File: config.mk
export PLATFORM = sky130hd
export DESIGN_NAME = fa_bist
export DESIGN_NICKNAME = d
export VERILOG_FILES = /design/src/rtl/fa_bist_pkg.sv /design/src/rtl/fa_bist_seq.sv /design/src/rtl/fa_bist.sv
export SDC_FILE = /design/constraint.sdc
export NUM_CORES = 1
export LEC_CHECK = 0
export CAP_MARGIN = 40
export CORE_AREA = 4 4 62 53
export CTS_CLUSTER_SIZE = 10
export DETAILED_ROUTE_END_ITERATION = 7
export DIE_AREA = 0 0 66 57
export DONT_BUFFER_PORTS = 1
export SKIP_CTS_REPAIR_TIMING = 1
export SLEW_MARGIN = 20
export SYNTH_ARGS = -nofsm -noshare
export SYNTH_HDL_FRONTEND = slang
export SYNTH_SLANG_ARGS = --single-unit
File: constraint.sdc
create_clock -name clock -period 5.9 [get_ports clock]
set_clock_uncertainty 0.1 [all_clocks]
set_input_delay 1.18 -clock clock [delete_from_list [all_inputs] [get_ports clock]]
set_output_delay 1.18 -clock clock [all_outputs]
set_load 0.05 [all_outputs]
File: src/rtl/fa_bist_pkg.sv
// Shared types and golden model for the full-adder BIST engine.
package fa_bist_pkg;

    localparam int NUM_VEC = 8;
    localparam int VEC_W   = 3;

    typedef enum logic [2:0] {
        IDLE,
        APPLY,
        SETTLE,
        CHECK,
        DONE
    } fa_bist_state_t;

    // Returns {cout, sum} for a single-bit full add.
    function automatic logic [1:0] fa_golden(input logic x, input logic y, input logic cin);
        return {1'b0, x} + {1'b0, y} + {1'b0, cin};
    endfunction

endpackage

File: src/rtl/fa_bist_seq.sv
// Vector index and settle-window counter for fa_bist.
module fa_bist_seq
    import fa_bist_pkg::*;
#(
    parameter int SETTLE_CYCLES = 2
) (
    input  logic             clock,
    input  logic             reset,
    input  logic             clr,
    input  logic             inc,
    input  logic             in_apply,
    input  logic             in_settle,
    output logic [VEC_W-1:0] vec,
    output logic             last_vec,
    output logic             settle_done
);

    logic [3:0] settle_cnt;

    always_ff @(posedge clock or posedge reset) begin
        if (reset) begin
            vec        <= '0;
            settle_cnt <= '0;
        end else begin
            if (clr)
                vec <= '0;
            else if (inc)
                vec <= vec + 1'b1;

            // Counter is 1 on the first SETTLE cycle so it reads SETTLE_CYCLES on the last.
            if (in_apply)
                settle_cnt <= 4'd1;
            else if (in_settle)
                settle_cnt <= settle_cnt + 4'd1;
            else
                settle_cnt <= '0;
        end
    end

    assign last_vec    = (vec == VEC_W'(NUM_VEC - 1));
    assign settle_done = (settle_cnt == 4'(SETTLE_CYCLES));

endmodule

File: src/rtl/fa_bist.sv
// Exhaustive stimulus/check engine for a single-bit full adder: drives all
// 8 input vectors, samples after a settle window, reports pass/first-fail/count.
module fa_bist
    import fa_bist_pkg::*;
#(
    parameter int SETTLE_CYCLES = 2,
    parameter bit STOP_ON_FAIL  = 1'b1
) (
    input  logic       clock,
    input  logic       reset,
    input  logic       start,
    output logic       dut_x,
    output logic       dut_y,
    output logic       dut_cin,
    input  logic       dut_sum,
    input  logic       dut_cout,
    output logic       busy,
    output logic       done,
    output logic       pass,
    output logic [2:0] fail_vec,
    output logic       fail_sum,
    output logic       fail_cout,
    output logic [3:0] err_count
);

    fa_bist_state_t   state, state_nxt;
    logic [VEC_W-1:0] vec;
    logic             last_vec, settle_done;
    logic             start_acc, in_apply, in_settle, in_check;
    logic             mismatch, finish, vec_inc;

    fa_bist_seq #(.SETTLE_CYCLES(SETTLE_CYCLES)) u_seq (
        .clock       (clock),
        .reset       (reset),
        .clr         (start_acc),
        .inc         (vec_inc),
        .in_apply    (in_apply),
        .in_settle   (in_settle),
        .vec         (vec),
        .last_vec    (last_vec),
        .settle_done (settle_done)
    );

    // vec is a flop, so the adder inputs come straight from registers.
    assign dut_x   = vec[2];
    assign dut_y   = vec[1];
    assign dut_cin = vec[0];

    assign mismatch = ({dut_cout, dut_sum} != fa_golden(vec[2], vec[1], vec[0]));
    assign finish   = in_check && (last_vec || (mismatch && STOP_ON_FAIL));
    assign vec_inc  = in_check && !finish;

    always_ff @(posedge clock or posedge reset) begin
        if (reset)
            state <= IDLE;
        else
            state <= state_nxt;
    end

    always_comb begin
        state_nxt = state;
        case (state)
            IDLE, DONE: if (start) state_nxt = APPLY;
            APPLY:      state_nxt = (SETTLE_CYCLES > 0) ? SETTLE : CHECK;
            SETTLE:     if (settle_done) state_nxt = CHECK;
            CHECK:      state_nxt = finish ? DONE : APPLY;
            default:    state_nxt = IDLE;
        endcase
    end

    always_comb begin
        busy      = 1'b0;
        done      = 1'b0;
        start_acc = 1'b0;
        in_apply  = 1'b0;
        in_settle = 1'b0;
        in_check  = 1'b0;
        case (state)
            IDLE:    start_acc = start;
            APPLY:   begin busy = 1'b1; in_apply  = 1'b1; end
            SETTLE:  begin busy = 1'b1; in_settle = 1'b1; end
            CHECK:   begin busy = 1'b1; in_check  = 1'b1; end
            DONE:    begin done = 1'b1; start_acc = start; end
            default: ;
        endcase
    end

    always_ff @(posedge clock or posedge reset) begin
        if (reset) begin
            pass      <= 1'b0;
            fail_vec  <= '0;
            fail_sum  <= 1'b0;
            fail_cout <= 1'b0;
            err_count <= '0;
        end else if (start_acc) begin
            pass      <= 1'b0;
            fail_vec  <= '0;
            fail_sum  <= 1'b0;
            fail_cout <= 1'b0;
            err_count <= '0;
        end else if (in_check) begin
            if (mismatch) begin
                // A zero count means no earlier mismatch in this run.
                if (err_count == 4'd0) begin
                    fail_vec  <= vec;
                    fail_sum  <= dut_sum;
                    fail_cout <= dut_cout;
                end
                if (err_count != 4'd8)
                    err_count <= err_count + 4'd1;
            end
            if (finish)
                pass <= !mismatch && (err_count == 4'd0);
        end
    end

endmodule

==> qor.txt, run 1 <==
Status - finished, final reports clean
H-tree depth - 1
Hold Crit Class - reg2reg
F_max - 369.5 MHz
Register area - 500.5 µm²
Setup crit end - done
DP Area - 1072 µm²
DR WL/cell - 14.85 µm
WP depth - 3
Crit path max-delay cell type - dfrtp_1
CTS tree - built
Max Buffers Root-to-Sink - 2
Setup WS pre-CTS - 3.305 ns
IO Port Bufs - 0
# diodes - 0
Seq cells post-synth - 20
Worst reg2reg startpoint - u_seq.vec[0]
Top cells by area, synth - dfrtp_1 48%, ha_1 7.3%, mux2i_1 6.8%
DR iter-0 viols - 32
Sequential fraction of the synthesis area - 48.48%
Max Slew Vio Count - 0
Number of global-route vias before repair - 626
Die W - 66 µm
Adder-cell share of the synthesized area - 9.212%
Placer Congestion - 0.7179
GRT Total Usage - 11.40%
Post-route insts no fill - 137
I/O pins - 20
WP data arrival - 1.43 ns
Synth-to-Final Area Change - 8.849%
Required time worst endpoint - 4.62 ns
Setup violators final - 0
Largest stage delay, worst path - 0.46 ns
Site Rows - 17
Leak pwr - 0.0005658 µW
Synth Area in XOR/XNOR - 5.939%
Initial Util - 38.82%
Syn nets - 107
Max-slew headroom - 58.88%
Die Area - 3762 µm²
Fill cells - 264
Worst-case reg-to-reg path depth - 5
Area of the multi-input gates - 494.2 µm²
Synth area leader - dfrtp_1
Layout Nets - 112
Final hold vios - 0
First-pass GRT wire length - 3.194 mm
Startpoint types - register
Final wirelength - 2.034 mm
Height of the die - 57 µm
Synthesized area per cell - 10.87 µm²
Simple-Gate Fraction of Synth Area - 17.94%
Tcrit/Tclk final - 45.87%
Detail Route Antenna Nets - 0
Core Box Area - 2659 µm²
Worst-path maximum fanout - 5
Largest net degree at the start of global routing - 21
Post-route DRC - 0
PwrDens - 467.3 nW/µm²
Layout cells sized above 1 - 10.10%
Synthesis Warnings - 0
CTS clk-pin slew, worst paths - 0.12 ns
Setup_tns - 0 ns
Main combinational cell family by area after synthesis - simple AND/OR/NAND/NOR gates
Cells after synthesis - 95
CP Capture Type - primary output
RSZ-0062 raised after global routing - no
Worst vdd ir - 0.1450 mV
CTS Sinks - 20
Via count - 681
Pwr Total - 525.0 µW
Clk_lat worst skew - 0.30 ns
Vias per cell - 4.971
Crit-path leading delay family - flip-flops
Post-synthesis cell type count - 26
Max_cap viols - 0
TritonCTS Buffers - 3
Mux contribution to synthesized area - 6.788%
DP Wirelength - 1.513 mm
Post-route cell area - 1124 µm²
CP startpoint - state[1]
Shortest period the worst path allows - 2.706 ns
Setup ws final - 3.194 ns
Critical path type - reg2out
Compound-Gate Fraction of Synth Area - 8.000%
Crit-path cells - nor2_1 > nand2_1 > inv_1
GRT overflow - 0
Mapped Area - 1032 µm²
1st-pass router iterations - 4
Post-synth top area share - 48.48%
Clock root buffer - clkbuf_4
Reg-to-Reg End - err_count[2]
Reg-to-reg slack, setup - 3.30 ns
Worst Tran Pin Value - 0.6168 ns
CP bufs+invs - 1
Antenna violations before repair - 0
Placed instance count - 132
==> worst min-delay path by stage <==
stage	startpoint	to	cells past startpoint
after floorplan	state[2]	state[1]	1
after global placement	state[2]	state[1]	1
after detailed placement	state[2]	state[1]	1
after CTS	state[2]	state[1]	1
after global routing	state[2]	state[1]	1
final	state[2]	state[1]	1
==> logic make-up (layout without fill, tap and decap cells) <==
| logic type | Yosys count | after routing |
|---|---|---|
| multiplexers | 7 | 7 |
| adder cells (fa/ha/maj) | 7 | 7 |
| AND/OR/NAND/NOR | 35 | 35 |
| flip-flops | 20 | 20 |
| AO/OA/AOI/OAI | 11 | 11 |
| XOR/XNOR | 7 | 7 |
| buffers and inverters | 8 | 12 |
==> metrics by stage <==
step,hold slack (ns),utilization [%]
after floorplan,0.3682,-
after global placement,0.4127,40.05
after detailed placement,0.4127,40.33
after CTS,0.4350,41.69
after global routing,0.4574,42.26
final,0.4309,42.26
==> worst reg2reg max path: stages (launching register included) <==
cell and delay [ns]:
dfrtp_1 0.75, fa_1 0.55, xor2_1 0.51, o211ai_2 0.25, o211ai_1 0.23, o31ai_1 0.09
==> routing by layer <==
metal	up-vias	track usage (%)	share of wire, %
met3	2	6.299	8.2
met5	-	0	0
li1	333	-	-
met2	18	16.29	45
met1	328	15.55	47
met4	0	1.739	0.29
==> cell type report <==
type | instances | area share [%]
clock buffers | 4 | 3.229
flip-flops and latches | 20 | 44.54
repair buffers | 2 | 2.004
inverters | 6 | 2.004
multi-input cells | 67 | 43.99
well taps | 38 | 4.232
==> registers in the layout, indices dropped and copies added (netlist names) <==
signal            flops
state                 3
fail_vec              3
u_seq.settle_cnt      4
u_seq.vec             3
fail_sum              1
fail_cout             1
pass                  1
err_count             4
==> placed cells by master, fill, tap and decap left out, types with 4 or more instances in the layout <==
master | netlist | layout
dfrtp_1 | 20 | 20
xnor2_1 | 4 | 4
nor2_1 | 17 | 17
nand2_1 | 6 | 6
inv_1 | 6 | 6
mux2i_1 | 7 | 7
ha_1 | 6 | 6
==> where the power goes <==
group          switching (µW)  total [µW]  internal (µW)  leakage (µW)
Sequential               90.6         258            167      0.000272
Clock                    43.5        81.1           37.7     0.0000210
Combinational             114         186           71.4      0.000272
Total                     249         525            276      0.000566
==> synthesized netlist by cell type <==
master,n
a21oi_1,1
and2_1,1
and3b_1,1
buf_1,1
buf_6,1
dfrtp_1,20
fa_1,1
ha_1,6
inv_1,6
mux2i_1,7
nand2_1,6
nand3_1,3
nand3b_1,1
nand4_1,1
nor2_1,17
nor3b_1,1
nor4b_1,1
nor4b_4,1
o211ai_1,2
o211ai_2,2
o21ai_0,3
o31ai_1,3
or3_1,1
or3b_2,1
xnor2_1,4
xor2_1,3
Power figures use the tool's default switching activity.
==> inputs of run 2 (changes only) <==
==> constraint.sdc (replaced) <==
create_clock -name clock -period 2.4 [get_ports clock]
set_clock_uncertainty 0.1 [all_clocks]
set_input_delay 0.48 -clock clock [delete_from_list [all_inputs] [get_ports clock]]
set_output_delay 0.48 -clock clock [all_outputs]
set_load 0.05 [all_outputs]
==> qor.txt, run 2 (synthesis results as in run 1) <==
PwrDens - 1094 nW/µm²
Via count - 704
TritonCTS Buffers - 3
Setup_tns - 0 ns
DR WL/cell - 13.40 µm
Leading cell type in the layout, fill and taps excluded - dfrtp_1
Reg-to-Reg End - err_count[3]
Reg-to-reg slack, setup - 0.22 ns
RSZ-0062 raised after global routing - no
Worst reg2reg startpoint - u_seq.vec[2]
CTS tree - built
Critical path type - reg2reg
Crit-path cells - fa_1 > xor2_1 > o211ai_2 > o211ai_1 > o31ai_1
WP data arrival - 2.27 ns
# diodes - 0
First-pass GRT wire length - 3.387 mm
Antenna violations before repair - 0
Worst-path maximum fanout - 6
CP Capture Type - register
Max Buffers Root-to-Sink - 2
Max-slew headroom - 62.47%
Number of global-route vias before repair - 697
1st-pass router iterations - 4
Crit-path leading delay family - adder cells
Vias per cell - 4.889
DP Wirelength - 1.476 mm
Largest net degree at the start of global routing - 21
Startpoint types - register
Tcrit/Tclk final - 90.79%
Site Rows - 17
Hold path endpoint - state[2]
Height of the die - 57 µm
Layout cells sized above 1 - 15.09%
Max Slew Vio Count - 0
Largest stage delay, worst path - 0.56 ns
Setup WS pre-CTS - 0.2255 ns
Worst Tran Pin Value - 0.5610 ns
Final wirelength - 1.929 mm
F_max - 458.9 MHz
Required time worst endpoint - 2.49 ns
CTS clk-pin slew, worst paths - 0.11 ns
Top flop regs - err_count x4, u_seq.settle_cnt x4
Status - finished, final reports clean
Die Area - 3762 µm²
Setup violators final - 0
GRT overflow - 0
Core Box Area - 2659 µm²
Setup ws final - 0.2210 ns
H-tree depth - 1
Worst-case reg-to-reg path depth - 5
Worst vdd ir - 0.5200 mV
Hold Crit Class - in2reg
I/O pins - 20
CTS Sinks - 20
Clk_lat worst skew - 0.30 ns
Pwr Total - 1283 µW
CP bufs+invs - 0
Placer Congestion - 0.7332
Synth-to-Final Area Change - 13.58%
IO Port Bufs - 0
DR iter-0 viols - 22
Post-route DRC - 0
Commonest cells after routing, fill and taps aside - 20 x dfrtp_1, 17 x nor2_1, 8 x buf_4
Layout Nets - 120
Crit path max-delay cell type - fa_1
Shortest period the worst path allows - 2.179 ns
GRT Total Usage - 11.86%
Clock root buffer - clkbuf_4
Initial Util - 38.82%
HP Start - start
Final hold vios - 0
Max_cap viols - 0
Leak pwr - 0.0006006 µW
Hold Path Depth - 1
Detail Route Antenna Nets - 0
Die W - 66 µm
run 2: cell types whose count changed in the layout (fill, tap and decap cells not counted), sizes merged:
cell,change
clkbuf,-1
dlygate4sd3,+1
buf,+7
run 2: layout make-up:
| cell class | instances | area [µm²] |
|---|---|---|
| Fill cell | 265 | 1486 |
| Sequential cell | 20 | 500.5 |
| Multi-Input combinational cell | 67 | 494.2 |
| Timing Repair Buffer | 10 | 85.08 |
| Tap cell | 38 | 47.55 |
| Clock buffer | 3 | 22.52 |
| Inverter | 6 | 22.52 |
run 2: power breakdown:
| part | internal (µW) | switching (µW) | leakage (µW) | total, µW |
|---|---|---|---|---|
| Sequential | 414 | 116 | 0.000272 | 529 |
| Combinational | 207 | 388 | 0.000315 | 594 |
| Clock | 58.4 | 100 | 0.0000138 | 159 |
run 2: how the worst max path moves through the flow:
stage                              end          from  slack, ns  depth (start not counted)
after floorplan           err_count[3]  u_seq.vec[0]       0.03                          5
after global placement    err_count[3]  u_seq.vec[2]       0.27                          5
after CTS                 err_count[3]  u_seq.vec[2]       0.22                          5
final                     err_count[3]  u_seq.vec[2]       0.22                          5
after detailed placement  err_count[3]  u_seq.vec[2]       0.23                          5
after global routing      err_count[3]  u_seq.vec[2]       0.04                          5
run 2: stage by stage:
stage	instances	utilization, %	hold WS [ns]	instance area [µm²]
global route	144	44.09	0.1665	1172
detailed placement	139	42.31	0.4216	1125
CTS	142	43.15	0.1288	1147
floorplan	95	-	0.3438	1032
global placement	139	42.31	0.4087	1125
finish	144	44.09	0.1784	1172
run 2: routing by layer:
| metal | up-vias | part of all wire [%] | GRT usage (%) |
|---|---|---|---|
| met3 | 0 | 8.9 | 6.299 |
| met2 | 16 | 44 | 18.14 |
| met5 | - | 0 | 0 |
| met4 | 0 | 0 | 1.739 |
| li1 | 345 | - | - |
| met1 | 343 | 47 | 15.30 |
==> patch 1: new RTL, flow settings as in run 2 <==
Add an input register stage for `start`, `dut_sum` and `dut_cout`, with the module's reset; this delays them by one clock.
--- a/src/rtl/fa_bist.sv
+++ b/src/rtl/fa_bist.sv
@@ -23,6 +23,22 @@
     output logic [3:0] err_count
 );
 
+    logic start_q;
+    logic dut_sum_q;
+    logic dut_cout_q;
+
+    always_ff @(posedge clock or posedge reset) begin
+        if (reset) begin
+            start_q    <= '0;
+            dut_sum_q  <= '0;
+            dut_cout_q <= '0;
+        end else begin
+            start_q    <= start;
+            dut_sum_q  <= dut_sum;
+            dut_cout_q <= dut_cout;
+        end
+    end
+
     fa_bist_state_t   state, state_nxt;
     logic [VEC_W-1:0] vec;
     logic             last_vec, settle_done;
@@ -46,7 +62,7 @@
     assign dut_y   = vec[1];
     assign dut_cin = vec[0];
 
-    assign mismatch = ({dut_cout, dut_sum} != fa_golden(vec[2], vec[1], vec[0]));
+    assign mismatch = ({dut_cout_q, dut_sum_q} != fa_golden(vec[2], vec[1], vec[0]));
     assign finish   = in_check && (last_vec || (mismatch && STOP_ON_FAIL));
     assign vec_inc  = in_check && !finish;
 
@@ -60,7 +76,7 @@
     always_comb begin
         state_nxt = state;
         case (state)
-            IDLE, DONE: if (start) state_nxt = APPLY;
+            IDLE, DONE: if (start_q) state_nxt = APPLY;
             APPLY:      state_nxt = (SETTLE_CYCLES > 0) ? SETTLE : CHECK;
             SETTLE:     if (settle_done) state_nxt = CHECK;
             CHECK:      state_nxt = finish ? DONE : APPLY;
@@ -76,11 +92,11 @@
         in_settle = 1'b0;
         in_check  = 1'b0;
         case (state)
-            IDLE:    start_acc = start;
+            IDLE:    start_acc = start_q;
             APPLY:   begin busy = 1'b1; in_apply  = 1'b1; end
             SETTLE:  begin busy = 1'b1; in_settle = 1'b1; end
             CHECK:   begin busy = 1'b1; in_check  = 1'b1; end
-            DONE:    begin done = 1'b1; start_acc = start; end
+            DONE:    begin done = 1'b1; start_acc = start_q; end
             default: ;
         endcase
     end
@@ -103,8 +119,8 @@
                 // A zero count means no earlier mismatch in this run.
                 if (err_count == 4'd0) begin
                     fail_vec  <= vec;
-                    fail_sum  <= dut_sum;
-                    fail_cout <= dut_cout;
+                    fail_sum  <= dut_sum_q;
+                    fail_cout <= dut_cout_q;
                 end
                 if (err_count != 4'd8)
                     err_count <= err_count + 4'd1;
Function: changed (a bounded check fails within 4 cycles, from zero or initial values and one cycle with reset high).
==> patch 1 against run 2 <==
Total power rose by 5.4%; largest cell class unchanged; final area rose by 8.2%; die area did not move; final cell count rose by 2.8%; clock power rose by 8%; synthesized area rose by 9.3%; critical path depth did not move; core utilization rose by 3.6 points; wire length rose by 3.1%; largest power group is now sequential cells; global-route usage rose by 0.054 points; setup slack improved by 120 ps; sequential cell count rose by 3.
==> patch 1: results (changes against run 2) <==
[synth]
synthArstFlopShare = 1.00  ; unchanged
synth.area.top_cells = dfrtp_1 (51%), ha_1 (6.7%), mux2i_1 (6.2%)  ; was dfrtp_1 (48%), ha_1 (7.3%), mux2i_1 (6.8%)
ys_warn_count = 0  ; unchanged
synth_xor_area_frac = 0.0599  ; was 0.0594
synth_compound_gate_area_share = 0.0887  ; was 0.0800
muxShareOfSynthArea = 0.0621  ; was 0.0679
ys_seq_area_frac = 0.510  ; was 0.485
syn-num-nets = 111  ; was 107
synth_fa_ha_area_frac = 0.0843  ; was 0.0921
synth_cell_types = 29  ; was 26
synth_ff_type = dfrtp_1  ; unchanged
avgSynthCellArea_um2 = 11.4  ; was 10.9 µm²
netlist_top_cells_count = dfrtp_1 (23), nor2_1 (14), mux2i_1 (7)  ; was dfrtp_1 (20), nor2_1 (17), mux2i_1 (7)

[setup_path]
critical-path-slowest-cell = fa_1  ; unchanged
reg2reg_depth = 5  ; unchanged
rr_endpoint = fail_vec[1]  ; was err_count[3]
slowest_delay_ps = 520  ; was 560 ps
rrSetupSlack_ps = 340  ; was 220 ps
critPathMaxFanout = 5  ; was 6
r2r-start = u_seq.vec[2]  ; unchanged

[drt]
first_iter_violations = 28  ; was 22
via_per_inst = 4.91  ; was 4.89
dr.pass1.iters = 4  ; unchanged
wl_um = 1990  ; was 1930 µm

[place]
finalWeightedCongestion = 0.744  ; was 0.733
hpwl_um = 1600  ; was 1480 µm
place_inst = 143  ; was 139
place_area_mm2 = 0.00123  ; was 0.00112 mm²
port_buffers = 0  ; unchanged

[cells_and_area]
final_util = 0.477  ; was 0.441
stdcell_count = 148  ; was 144
drive_above_1_share = 0.155  ; was 0.151
insertedDiodeCount = 0  ; unchanged
top_regs = err_count (4), u_seq.settle_cnt (4)  ; unchanged
finalNetCount = 123  ; was 120
fillCellCount = 259  ; was 265

[cts]
htree_levels = 1  ; unchanged
cts_buffers = 3  ; unchanged
cts_buffer_depth = 2  ; unchanged
cts-root-buf = clkbuf_4  ; unchanged
clkTransAtPathRegs_ps = 120
clock_latency_ps = 300  ; about the same

[worst_hold_path]
hold_path_end = start_q  ; was state[2]
hp-start = start  ; unchanged
hold_path_depth = 0  ; was 1
hold_class = input pin to flop  ; unchanged

[global_routing]
grt_max_degree = 14  ; was 21
grt_first_pass_wirelength_um = 3420  ; was 3390 µm
grt_pass1_vias = 722  ; was 697
antenna_found_initial = 0  ; unchanged
grt_usage = 0.119  ; about the same

[power]
p_leak_nw = 0.631  ; was 0.601 nW
ir_drop_mv = 0.507  ; was 0.520 mV

[timing]
hold_slack_ps = 90.5  ; was 178 ps
setup_viol = 0  ; unchanged
worstMarginPinSlew_ps = 565  ; was 561 ps
hold_viol_final = 0  ; unchanged

[run_status]
status = finished clean  ; unchanged

[patch 1: worst max path at each step]
stage | from | end | slack (ps) | cells after the start
floorplan | u_seq.vec[0] | fail_vec[2] | 140 | 5
global placement | u_seq.vec[2] | fail_sum | 380 | 5
detailed placement | u_seq.vec[2] | fail_vec[1] | 340 | 5
CTS | u_seq.vec[2] | fail_vec[1] | 320 | 5
global route | u_seq.vec[2] | fail_sum | 210 | 5
finish | u_seq.vec[2] | fail_vec[1] | 340 | 5
[patch 1: cell families after synthesis]
logic type / Yosys count
AOI/OAI and AO/OA: 14
xor gates and xnor gates: 6
adders and majority gates: 7
buffers and inverters: 8
DFF: 23
muxes: 7
and+or+nand+nor: 34
[patch 1: area by class of cell]
class | count | area share
flip-flops and latches | 23 | 0.454
multi-input cells | 68 | 0.409
repair buffers | 9 | 0.0611
well taps | 38 | 0.0375
clock buffers | 4 | 0.0207
inverters | 6 | 0.0178
[patch 1: power by group]
part           internal (mW)  switching [mW]  leakage [nW]
logic                  0.201           0.373         0.308
clock network         0.0648           0.106        0.0150
registers              0.466           0.140         0.308
[patch 1: worst max-delay path: cells and delay by family (launching register included)]
| kind | cells | cell delay (ps) |
|---|---|---|
| fa+ha+maj | 1 | 520 |
| flops | 1 | 420 |
| compound gates | 1 | 360 |
| mux | 1 | 250 |
| xor+xnor | 1 | 240 |
| simple gates | 1 | 60 |
[patch 1: metal layers]
metal | part of all wire | vias to the layer above | routed length [µm] | GRT usage
met3 | 0.072 | 2 | 143 | 0.0630
li1 | - | 360 | - | -
met5 | 0 | - | 0 | 0
met2 | 0.47 | 16 | 930 | 0.179
met1 | 0.45 | 349 | 900 | 0.158
met4 | 0.0065 | 0 | 13 | 0.0174
==> patch 2: new RTL, settings of run 2 <==
Without the edit above. The parameter `STOP_ON_FAIL` goes from 1'b1 to 1'b0.
--- a/src/rtl/fa_bist.sv
+++ b/src/rtl/fa_bist.sv
@@ -4,7 +4,7 @@
     import fa_bist_pkg::*;
 #(
     parameter int SETTLE_CYCLES = 2,
-    parameter bit STOP_ON_FAIL  = 1'b1
+    parameter bit STOP_ON_FAIL  = 1'b0
 ) (
     input  logic       clock,
     input  logic       reset,
Function: changed (a bounded check fails within 10 cycles, from zero or initial values and one cycle with reset high).
==> patch 2 against run 2 <==
Total power is 21% higher; wire length rose by 9.2%; final area grew 9.0%; setup slack gained 57 ps; combinational power is 8.1% higher; clock power increased by 75%; via count increased by 6.1%; sequential cell count is the same; critical path depth fell by 2; register-to-register slack better by 70 ps; count of clock-buffer cells in the layout did not move; synthesized area up 7.2%.
==> patch 2: results (changes against run 2) <==
[synth]
synthArstFlopShare = 1.00  ; unchanged
synth_fa_ha_area_frac = 0.0860  ; was 0.0921
synth_cell_types = 33  ; was 26
synth.area.top_cells = dfrtp_1 (45%), mux2i_1 (9.0%), ha_1 (6.8%)  ; was dfrtp_1 (48%), ha_1 (7.3%), mux2i_1 (6.8%)
syn-num-nets = 115  ; was 107
synth_compound_gate_area_share = 0.0701  ; was 0.0800
synth_xor_area_frac = 0.0396  ; was 0.0594
ys_seq_area_frac = 0.452  ; was 0.485
netlist_top_cells_count = dfrtp_1 (20), nand2_1 (11), inv_1 (10), mux2i_1 (10), ha_1 (6)  ; was dfrtp_1 (20), nor2_1 (17), mux2i_1 (7)
muxShareOfSynthArea = 0.101  ; was 0.0679

[timing]
worstMarginPinSlew_ps = 496  ; was 561 ps
hold_slack_ps = 178  ; about the same

[worst_hold_path]
hold_path_depth = 1  ; unchanged

[setup_path]
arrival_ps = 1540  ; was 2270 ps
critPathMaxFanout = 11  ; was 6
rrSetupSlack_ps = 290  ; was 220 ps
reg2reg_depth = 4  ; was 5
rr_endpoint = err_count[1]  ; was err_count[3]

[cells_and_area]
insertedDiodeCount = 0  ; unchanged
drive_above_1_share = 0.175  ; was 0.151
fillCellCount = 255  ; was 265
top_regs = err_count (4), u_seq.settle_cnt (4)  ; unchanged
finalNetCount = 127  ; was 120

[drt]
via_count = 747  ; was 704
route.detailed.wl_per_inst_um = 13.9  ; was 13.4 µm
first_iter_violations = 32  ; was 22

[global_routing]
grt_first_pass_wirelength_um = 3860  ; was 3390 µm
use_met3 = 0.0571  ; was 0.0630
grt_pass1_vias = 824  ; was 697
grt_usage = 0.133  ; was 0.119
met1_usage = 0.179  ; was 0.153
use_met2 = 0.197  ; was 0.181

[place]
place_area_mm2 = 0.00120  ; was 0.00112 mm²
finalWeightedCongestion = 0.744  ; was 0.733
hpwl_um = 1580  ; was 1480 µm

[power]
power_switching_mw = 0.714  ; was 0.604 mW
ir_drop_mv = 0.506  ; was 0.520 mV
p_leak_nw = 0.695  ; was 0.601 nW

[run_status]
status = finished clean  ; unchanged

[cts]
cts_buffers = 3  ; unchanged
htree_levels = 1  ; unchanged

[patch 2: worst max path at each step]
| stage | end | from | slack (ps) |
|---|---|---|---|
| after floorplan | err_count[1] | u_seq.vec[0] | 120 |
| after global placement | err_count[1] | u_seq.vec[2] | 370 |
| after detailed placement | err_count[1] | u_seq.vec[2] | 300 |
| after CTS | done | state[0] | 260 |
| after global routing | done | state[0] | 120 |
| final | done | state[0] | 280 |
[patch 2: power by group through the flow]
stage,combinational [mW],sequential [mW],clock [mW]
finish,0.642,0.628,0.279
global route,0.720,0.650,0.304
CTS,0.646,0.630,0.292
detailed placement,0.641,0.638,0
global placement,0.629,0.632,0
floorplan,0.401,0.721,0
[patch 2: worst max-delay path, cell delays in order, from the launching register on]
cell and delay (ps):
dfrtp_1 520, nor2_1 270, nand2_1 100, inv_1 340
[patch 2: cell families after synthesis]
logic type / after synthesis
compound gates: 11
xor+xnor: 5
fa+ha+maj: 7
buf+inv: 13
flops: 20
mux: 11
simple gates: 36
[patch 2: cell type report]
class / instances / area share
clock buffer: 3 / 0.0176
clock inverter: 1 / 0.0235
inverter: 10 / 0.0294
multi-input combinational: 70 / 0.434
sequential: 20 / 0.392
tap: 38 / 0.0372
timing repair buffer: 10 / 0.0666
[patch 2: layer usage]
metal  up-vias  part of all wire
met5         -                 0
met4         0             0.011
met3         5             0.067
met2        17              0.45
met1       356              0.47
li1        369                 -
[patch 2: stage by stage]
stage	total power [mW]	instances	setup WS, ps	utilization
2_1_floorplan	1.12	103	117	-
3_3_place_gp	1.26	146	366	0.451
3_5_place_dp	1.28	146	299	0.451
4_1_cts	1.57	150	256	0.471
5_1_grt	1.67	152	119	0.480
6_report	1.55	152	278	0.480
